--- config.mk ---
export PLATFORM = sky130hd
export DESIGN_NAME = uart_frame_parser
export DESIGN_NICKNAME = d
export VERILOG_FILES = /design/src/rtl/uart_pkg.sv /design/src/rtl/uart_frame_buf.sv /design/src/rtl/uart_frame_parser.sv
export SDC_FILE = /design/constraint.sdc
export NUM_CORES = 1
export LEC_CHECK = 0
export ABC_CLOCK_PERIOD_IN_PS = 3900
export BUFFER_PORTS_ARGS = -buffer_cell sky130_fd_sc_hd__buf_4
export CORE_MARGIN = 2
export CORE_UTILIZATION = 52
export DETAILED_ROUTE_END_ITERATION = 16
export PLACE_DENSITY = 0.7
export SKIP_LAST_GASP = 1
export SYNTH_ARGS = -nofsm -noshare
export SYNTH_HDL_FRONTEND = slang
export SYNTH_HIERARCHICAL = 1
export SYNTH_SLANG_ARGS = --single-unit
--- constraint.sdc ---
create_clock -name clk -period 3.9 [get_ports clk]
set_input_delay 0.78 -clock clk [delete_from_list [all_inputs] [get_ports clk]]
set_output_delay 0.78 -clock clk [all_outputs]
set_load 0.05 [all_outputs]
--- src/rtl/uart_pkg.sv ---
// Shared types and constants for the UART frame parser: parser states,
// default SOF marker, bit timing and the derived inter-byte timeout.
package uart_pkg;

  typedef enum logic [1:0] {
    HUNT    = 2'd0,
    LEN     = 2'd1,
    PAYLOAD = 2'd2,
    CHK     = 2'd3
  } parser_state_t;

  localparam logic [7:0]  SOF_DEFAULT     = 8'h55;
  localparam int unsigned CLKS_PER_BIT    = 434;
  localparam int unsigned TIMEOUT_BITS    = 20;
  localparam int unsigned TIMEOUT_DEFAULT = TIMEOUT_BITS * CLKS_PER_BIT;

  // A LEN byte is usable when it names 1..max_len payload bytes.
  function automatic logic len_ok(input logic [7:0] len, input int unsigned max_len);
    return (len != 8'd0) && (32'(len) <= max_len);
  endfunction

endpackage

--- src/rtl/uart_frame_buf.sv ---
// Payload buffer: DEPTH x 8 memory, one write port, one registered read port.
module uart_frame_buf #(
  parameter int unsigned DEPTH = 16,
  parameter int unsigned AW    = 4
) (
  input  logic          clk,
  input  logic          rst_n,
  input  logic          we,
  input  logic [AW-1:0] waddr,
  input  logic [7:0]    wdata,
  input  logic [AW-1:0] raddr,
  output logic [7:0]    rd_data
);

  logic [7:0] mem_q [DEPTH];

  // Storage array carries no reset so it maps onto distributed RAM.
  always_ff @(posedge clk) begin
    if (we) begin
      mem_q[waddr] <= wdata;
    end
  end

  always_ff @(posedge clk or negedge rst_n) begin
    if (!rst_n) begin
      rd_data <= '0;
    end else begin
      rd_data <= mem_q[raddr];
    end
  end

endmodule

--- src/rtl/uart_frame_parser.sv ---
// Assembles SOF/LEN/payload/XOR-checksum frames from the uart_rx byte stream.
// Optional inter-byte timeout is enabled with `define UART_FRAME_TIMEOUT_EN.
module uart_frame_parser
  import uart_pkg::*;
#(
  parameter  int unsigned MAX_LEN      = 16,
  parameter  logic [7:0]  SOF_BYTE     = SOF_DEFAULT,
  parameter  int unsigned TIMEOUT_CLKS = TIMEOUT_DEFAULT,
  localparam int unsigned AW           = (MAX_LEN > 1) ? $clog2(MAX_LEN) : 1,
  localparam int unsigned LW           = $clog2(MAX_LEN + 1)
) (
  input  logic          clk,
  input  logic          rst_n,
  input  logic [7:0]    i_data,
  input  logic          i_data_available,
  input  logic [AW-1:0] i_rd_addr,
  output logic [7:0]    o_rd_data,
  output logic          o_frame_valid,
  output logic [LW-1:0] o_frame_len,
  output logic          o_busy,
  output logic          o_crc_err,
  output logic          o_len_err,
  output logic          o_timeout_err
);

  if (MAX_LEN < 1 || MAX_LEN > 255 || TIMEOUT_CLKS < 2) begin : g_bad_params
    $error("uart_frame_parser: unsupported parameter values");
  end

  parser_state_t state_q;
  logic [LW-1:0] len_q;
  logic [7:0]    acc_q;
  logic [AW-1:0] idx_q;
  logic          frame_valid_q;
  logic [LW-1:0] frame_len_q;
  logic          busy_q;
  logic          crc_err_q;
  logic          len_err_q;
  logic          tmo_err_q;
  logic          tmo_hit_c;
  logic          buf_we_c;

`ifdef UART_FRAME_TIMEOUT_EN
  localparam int unsigned TW = $clog2(TIMEOUT_CLKS);

  logic [TW-1:0] tmo_cnt_q;

  assign tmo_hit_c = (state_q != HUNT) && !i_data_available &&
                     (tmo_cnt_q == TW'(TIMEOUT_CLKS - 1));

  // Inter-byte gap counter; idle in HUNT, restarted by every received byte.
  always_ff @(posedge clk or negedge rst_n) begin
    if (!rst_n) begin
      tmo_cnt_q <= '0;
    end else if (state_q == HUNT || i_data_available || tmo_hit_c) begin
      tmo_cnt_q <= '0;
    end else begin
      tmo_cnt_q <= tmo_cnt_q + TW'(1);
    end
  end
`else
  assign tmo_hit_c = 1'b0;
`endif

  assign buf_we_c = i_data_available && (state_q == PAYLOAD);

  uart_frame_buf #(
    .DEPTH (MAX_LEN),
    .AW    (AW)
  ) u_buf (
    .clk     (clk),
    .rst_n   (rst_n),
    .we      (buf_we_c),
    .waddr   (idx_q),
    .wdata   (i_data),
    .raddr   (i_rd_addr),
    .rd_data (o_rd_data)
  );

  // Frame FSM; result/error pulses are cleared every cycle unless re-raised.
  always_ff @(posedge clk or negedge rst_n) begin
    if (!rst_n) begin
      state_q       <= HUNT;
      len_q         <= '0;
      acc_q         <= '0;
      idx_q         <= '0;
      frame_valid_q <= 1'b0;
      frame_len_q   <= '0;
      busy_q        <= 1'b0;
      crc_err_q     <= 1'b0;
      len_err_q     <= 1'b0;
      tmo_err_q     <= 1'b0;
    end else begin
      frame_valid_q <= 1'b0;
      crc_err_q     <= 1'b0;
      len_err_q     <= 1'b0;
      tmo_err_q     <= 1'b0;
      if (i_data_available) begin
        unique case (state_q)
          HUNT: begin
            if (i_data == SOF_BYTE) begin
              state_q <= LEN;
              busy_q  <= 1'b1;
            end
          end
          LEN: begin
            if (len_ok(i_data, MAX_LEN)) begin
              len_q   <= LW'(i_data);
              acc_q   <= i_data;
              idx_q   <= '0;
              state_q <= PAYLOAD;
            end else begin
              len_err_q <= 1'b1;
              state_q   <= HUNT;
              busy_q    <= 1'b0;
            end
          end
          PAYLOAD: begin
            acc_q <= acc_q ^ i_data;
            idx_q <= idx_q + AW'(1);
            if (LW'(idx_q) == len_q - LW'(1)) begin
              state_q <= CHK;
            end
          end
          CHK: begin
            if (i_data == acc_q) begin
              frame_valid_q <= 1'b1;
              frame_len_q   <= len_q;
            end else begin
              crc_err_q <= 1'b1;
            end
            state_q <= HUNT;
            busy_q  <= 1'b0;
          end
        endcase
      end else if (tmo_hit_c) begin
        tmo_err_q <= 1'b1;
        state_q   <= HUNT;
        busy_q    <= 1'b0;
      end
    end
  end

  assign o_frame_valid = frame_valid_q;
  assign o_frame_len   = frame_len_q;
  assign o_busy        = busy_q;
  assign o_crc_err     = crc_err_q;
  assign o_len_err     = len_err_q;
  assign o_timeout_err = tmo_err_q;

endmodule

# ---- Yosys cells after proc, flatten, opt, wreduce, memory -nomap -nowiden
# Memories as Yosys holds them, arrays and structs flattened. A register that Yosys moved wholly into a read port is not among the register bits.
# Cells that the tools add are included.
dict set report word_totals {
  ff_bits 28
  latchBits 0
  ramBits 128
  mem_bits_ro 0
  inputBits 15
  output_inout_bits 18
  mem_count 1
}
dict set report classes {
  n_addsub 2
  mul 0
  n_div 0
  order_cmp 1
  n_eq_ne 10
  n_shift 0
  mux 22
  bitwise 1
  n_reduce_logical 12
}
# memory words width read_ports rd_clocked_by_memory_dff wr line
set memory_table {}
lappend memory_table {u_buf.mem_q 16 8 1 1 1 uart_frame_buf.sv:15} ;# logic [7:0] mem_q [DEPTH];
# cell count
set ops {}
lappend ops {{$pmux W8 S2} 1}
lappend ops {{$mux W1} 13}
lappend ops {{$reduce_and A3 Y1} 4}
lappend ops {{$eq A8 B7 Y1 const B} 1}
lappend ops {{$eq A8 B8 Y1} 1}
lappend ops {{$le A8 B5 Y1 const B} 1}
lappend ops {{$mux W8} 1}
lappend ops {{$pmux W2 S4} 1}
lappend ops {{$pmux W4 S2} 1}
lappend ops {{$reduce_bool A8 Y1} 1}
lappend ops {{$xor A8 B8 Y8} 1}
lappend ops {{$mux W2} 3}
lappend ops {{$ne A2 B2 Y1 const B} 3}
lappend ops {{$eq A4 B5 Y1} 1}
lappend ops {{$sub A5 B1 Y5 const B} 1}
lappend ops {{$add A4 B1 Y4 const B} 1}
lappend ops {{$eq A2 B2 Y1 const B} 2}
lappend ops {{$mux W4} 1}
lappend ops {{$reduce_and A4 Y1} 1}
lappend ops {{$pmux W1 S3} 1}
lappend ops {{$reduce_bool A3 Y1} 1}
lappend ops {{$eq A2 B1 Y1 const B} 1}
lappend ops {{$logic_and A1 B1 Y1} 2}
lappend ops {{$logic_not A2 Y1} 1}
lappend ops {{3 further kinds} 3}

# ---- Longest topological paths before layout
dict set report logic_depth {
  word_depth 5
  ltp_mapped 7
  ltp_nobuf 7
}

# ---- By module
# Netlist, hierarchy kept.
# module n_inst cells_each area_per_inst_um2 seq_area_each_um2
set modules_own_cells {}
lappend modules_own_cells {uart_frame_buf 1 229 5187.5 4043.9}
lappend modules_own_cells {uart_frame_parser 1 157 1660.3 700.7}

# ---- Least setup slack after synthesis
# Ideal clock, no wire load.
dict set report synth_timing {
  kind {input to register}
  from {in i_data_available}
  to {mem u_buf.mem_q[0][0] (enable)}
  setup_time_ps 383
  arrival_ps 2279
  required_ps 3517
  path_slack_ps 1238
  cell_stages 5
  n_path_buf 1
  path_cell_list {clkbuf_2 > nand2_1 > inv_1 > or3b_2 > nor3_1}
}
dict set report synth_via {
  elab_chain_cells 3
}
# item line
set synth_lines {}
lappend synth_lines {{start: declaration} uart_frame_parser.sv:15} ;# input logic i_data_available,
lappend synth_lines {{$logic_and A1 B1 Y1} uart_frame_parser.sv:65} ;# assign buf_we_c = i_data_available && (state_q == PAYLOAD);
lappend synth_lines {{net buf_we_c} uart_frame_parser.sv:41} ;# logic buf_we_c;
lappend synth_lines {{$mux W1} uart_frame_buf.sv:19} ;# if (we) begin
lappend synth_lines {{$mux W1 (not written as such)} uart_frame_buf.sv:20} ;# mem_q[waddr] <= wdata;
lappend synth_lines {{end: declaration} uart_frame_buf.sv:15}
# The timed path passes the listed nets, and every way through them passes these cells.

# ---- Worst setup path after layout
dict set report layout_timing {
  from {reg state_q[0]}
  to {mem u_buf.mem_q[3][7] (enable)}
}
dict set report layout_via {
  elab_chain_cells 4
}
# item line
set layout_lines {}
lappend layout_lines {{start: declaration} uart_frame_parser.sv:30} ;# parser_state_t state_q;
lappend layout_lines {{start signal: assignment} uart_frame_parser.sv:83} ;# state_q <= HUNT;
lappend layout_lines {{start signal: assignment} uart_frame_parser.sv:102} ;# state_q <= LEN;
lappend layout_lines {{start signal: assignment} uart_frame_parser.sv:111} ;# state_q <= PAYLOAD;
lappend layout_lines {{$eq A2 B2 Y1} uart_frame_parser.sv:65}
lappend layout_lines {{$logic_and A1 B1 Y1} uart_frame_parser.sv:65}
lappend layout_lines {{net buf_we_c} uart_frame_parser.sv:41}
lappend layout_lines {{$mux W1} uart_frame_buf.sv:19}
lappend layout_lines {{$mux W1 (not written as such)} uart_frame_buf.sv:20}
# The timed path passes the listed nets, and every way through them passes these cells.

==> run metrics <==
outcome=completed; Avg Cell Area, Syn=17.74 sq um; max-slew violation count=0; Final period util=77.00%; crit-path max cell delay=about 0.60 ns; endpoint class of the critical path=flop; Initial Utilization=53.83%; largest cells by area after synthesis=edfxtp_1 (56%), dfrtp_1 (13%), mux4_2 (5.9%), mux4_1 (5.4%), a22oi_1 (2.0%); count leader, synth=edfxtp_1; drt first-iter violations=around 300; # nets final=roughly 450; Worst-path clk slew=0.06 ns; CTS resizes=0; Remaining DRCs=0; Post-synth top cells=edfxtp_1 (128), dfrtp_1 (36), nor2_1 (20); total grt overflow=0; vias in the first global route=3637; Fillers=953; share of cells above drive strength 1=23.39%; post-DP HPWL=8310 um; Post-synth EDFFs=~130; syn nets=roughly 410; Synth Instances=386; Yosys top cell by area=edfxtp_1; WL/cell=22.26 um; required time worst endpoint=3.95 ns; Final Hold Vio Count=0; Crit path depth=6; first-pass GRT wire length=around 21000 um; final total power=0.004403 W; r2r worst-path depth=6; worst-path cell chain=inv_1 -> ha_1 -> nand2_1 -> inv_1 -> or3b_2 -> nor2_1; Worst Skew=0.006722 ns; Worst-Skew Late Latency=0.42 ns; Initial DRT Pass Iterations=6; Synth Register Bits=164; Die X=between 100 and 150 um; Worst Path Arrival=3.05 ns; # setup viols final=0; Worst-Margin Slew=0.8012 ns; number of diodes=0; post-synthesis cell type count=51; Final TNS setup=0 ns; Crit Path Max Fanout=14; core area=12720 sq um; CTS sink count=between 150 and 200; row count=41; Die Ht=118.8 um; Seq/Total Area, Yosys=69.29%; pin count of the biggest net entering global routing=37; CP Launch Type=flop; Cell Pwr Density=561.6 nW/um^2; Worst path slowest cell=nor2_1; RePlAce Congestion=0.8039; fmax=333.0 MHz; min Tclk post-route=3.003 ns; post-CTS setup-driven buffer insertion count=0; Setup Crit Path Kind=flop to flop; Synth Warn #=6; crit-path most repeated cell=inv_1; Worst Path Buf+Inv=2; clock root cell=clkbuf_16; Port Buf Inserts=31; Hold Crit Class=input pin to async pin; antenna violations before repair=0; Mapped Area=about 7000 sq um; Max IR drop VDD=0.3142 mV; hold buffer count at cts=0; I/O pin cnt=33; Die ar.=14100 sq um; P&R area growth vs syn=14.49%; Total GRT Usage=about a fifth; relative slew slack=46.39%; DR vias=3615; ANT nets after route=0; TritonCTS Buffers=17; # H-tree levels=4; ys flop type=edfxtp_1; Yosys top cell area share=56.13%; CTS tree=done; Max-Cap Viols=0; drt via density=5.946; CTS max path bufs=2; Total Wirelength=13530 um; Async SR Flop Fraction=a little over a fifth; leakage power=2.799 nW; RSZ-0062 raised after global routing=false; critical path's top delay family=simple AND/OR/NAND/NOR gates
==> registers in the layout, summed over array words and instances (netlist names), named ones only <==
| name | cells |
|---|---|
| idx_q | 4 |
| o_frame_len | 5 |
| len_q | 5 |
| o_frame_valid | 1 |
| o_len_err | 1 |
| o_busy | 1 |
| acc_q | 8 |
| u_buf/rd_data | 8 |
| u_buf/mem_q | 128 |
| o_crc_err | 1 |
| state_q | 1 |
==> cell families (layout without fill, tap and decap cells) <==
logic type	after synthesis	in the layout	synth area share [%]
AO/OA/AOI/OAI	55	55	5.847
multiplexers	43	43	13.10
flip-flops	164	164	69.29
buffers and inverters	25	75	2.229
other	1	1	0.05476
XOR/XNOR	14	14	2.120
AND/OR/NAND/NOR	77	77	6.084
adder cells (fa/ha/maj)	7	7	1.279
==> cells in the final DEF (no fill, tap or decap), types with 7 or more instances in the layout <==
| cell | count |
|---|---|
| a22oi_1 | 18 |
| a31oi_1 | 7 |
| buf_4 | 35 |
| clkbuf_16 | 17 |
| dfrtp_1 | 36 |
| edfxtp_1 | 128 |
| ha_1 | 7 |
| inv_1 | 8 |
| mux2_2 | 10 |
| mux4_1 | 14 |
| mux4_2 | 18 |
| nand2_1 | 16 |
| nand3_1 | 7 |
| nand4_1 | 7 |
| nor2_1 | 20 |
| xnor2_1 | 9 |
==> per-layer routing <==
layer / vias up / part of all wire, % / global-route usage [%]
li1: 1629 / - / -
met1: 1837 / 43 / 27.57
met2: 134 / 51 / 33.55
met3: 15 / 5.3 / 5.164
met4: 0 / 1.4 / 6.845
met5: - / 0 / 0
==> power by group <==
| group | switching, W | internal, W |
|---|---|---|
| combinational | 0.000345 | 0.000241 |
| clock | 0.000638 | 0.00113 |
| sequential | 0.0000811 | 0.00197 |
| total | 0.00106 | 0.00334 |
==> final cells by class <==
class	count	area [sq um]	share of cell area, %
tap	172	215.2	2.745
inverter	8	30.03	0.3830
multi-input combinational	197	1951	24.88
clock buffer	18	429.2	5.474
sequential	164	4745	60.52
clock inverter	14	207.7	2.649
timing repair buffer	35	262.8	3.351
==> final timing paths <==
kind,startpoint,to,slack (ns)
min,rst_n,u_buf/rd_data[0]$_DFF_PN0_,0.33
max reg2reg,state_q[0]$_DFFE_PN0P_,u_buf/mem_q[3][7]$_DFFE_PP_,0.90
min in group clk,o_frame_len[2]$_DFFE_PN0P_,o_frame_len[2]$_DFFE_PN0P_,0.52
max in group asynchronous,rst_n,idx_q[1]$_DFFE_PN0P_,3.22
min reg2reg,o_frame_len[2]$_DFFE_PN0P_,o_frame_len[2]$_DFFE_PN0P_,0.52
max,state_q[0]$_DFFE_PN0P_,u_buf/mem_q[3][7]$_DFFE_PP_,0.90
==> per-stage QoR <==
stage	worst slack, ns	instance area [sq um]	instances	hold WS (ns)	util, %
after global routing	0.6577	7840	608	0.3645	61.62
after global placement	1.044	7203	576	0.4936	56.62
after detailed placement	0.9239	7203	576	0.4984	56.62
after CTS	0.8792	7840	608	0.3393	61.62
after floorplan	1.238	6848	386	0.4844	-
final	0.8968	7840	608	0.3335	61.62
(Power assumes the default switching activity.)
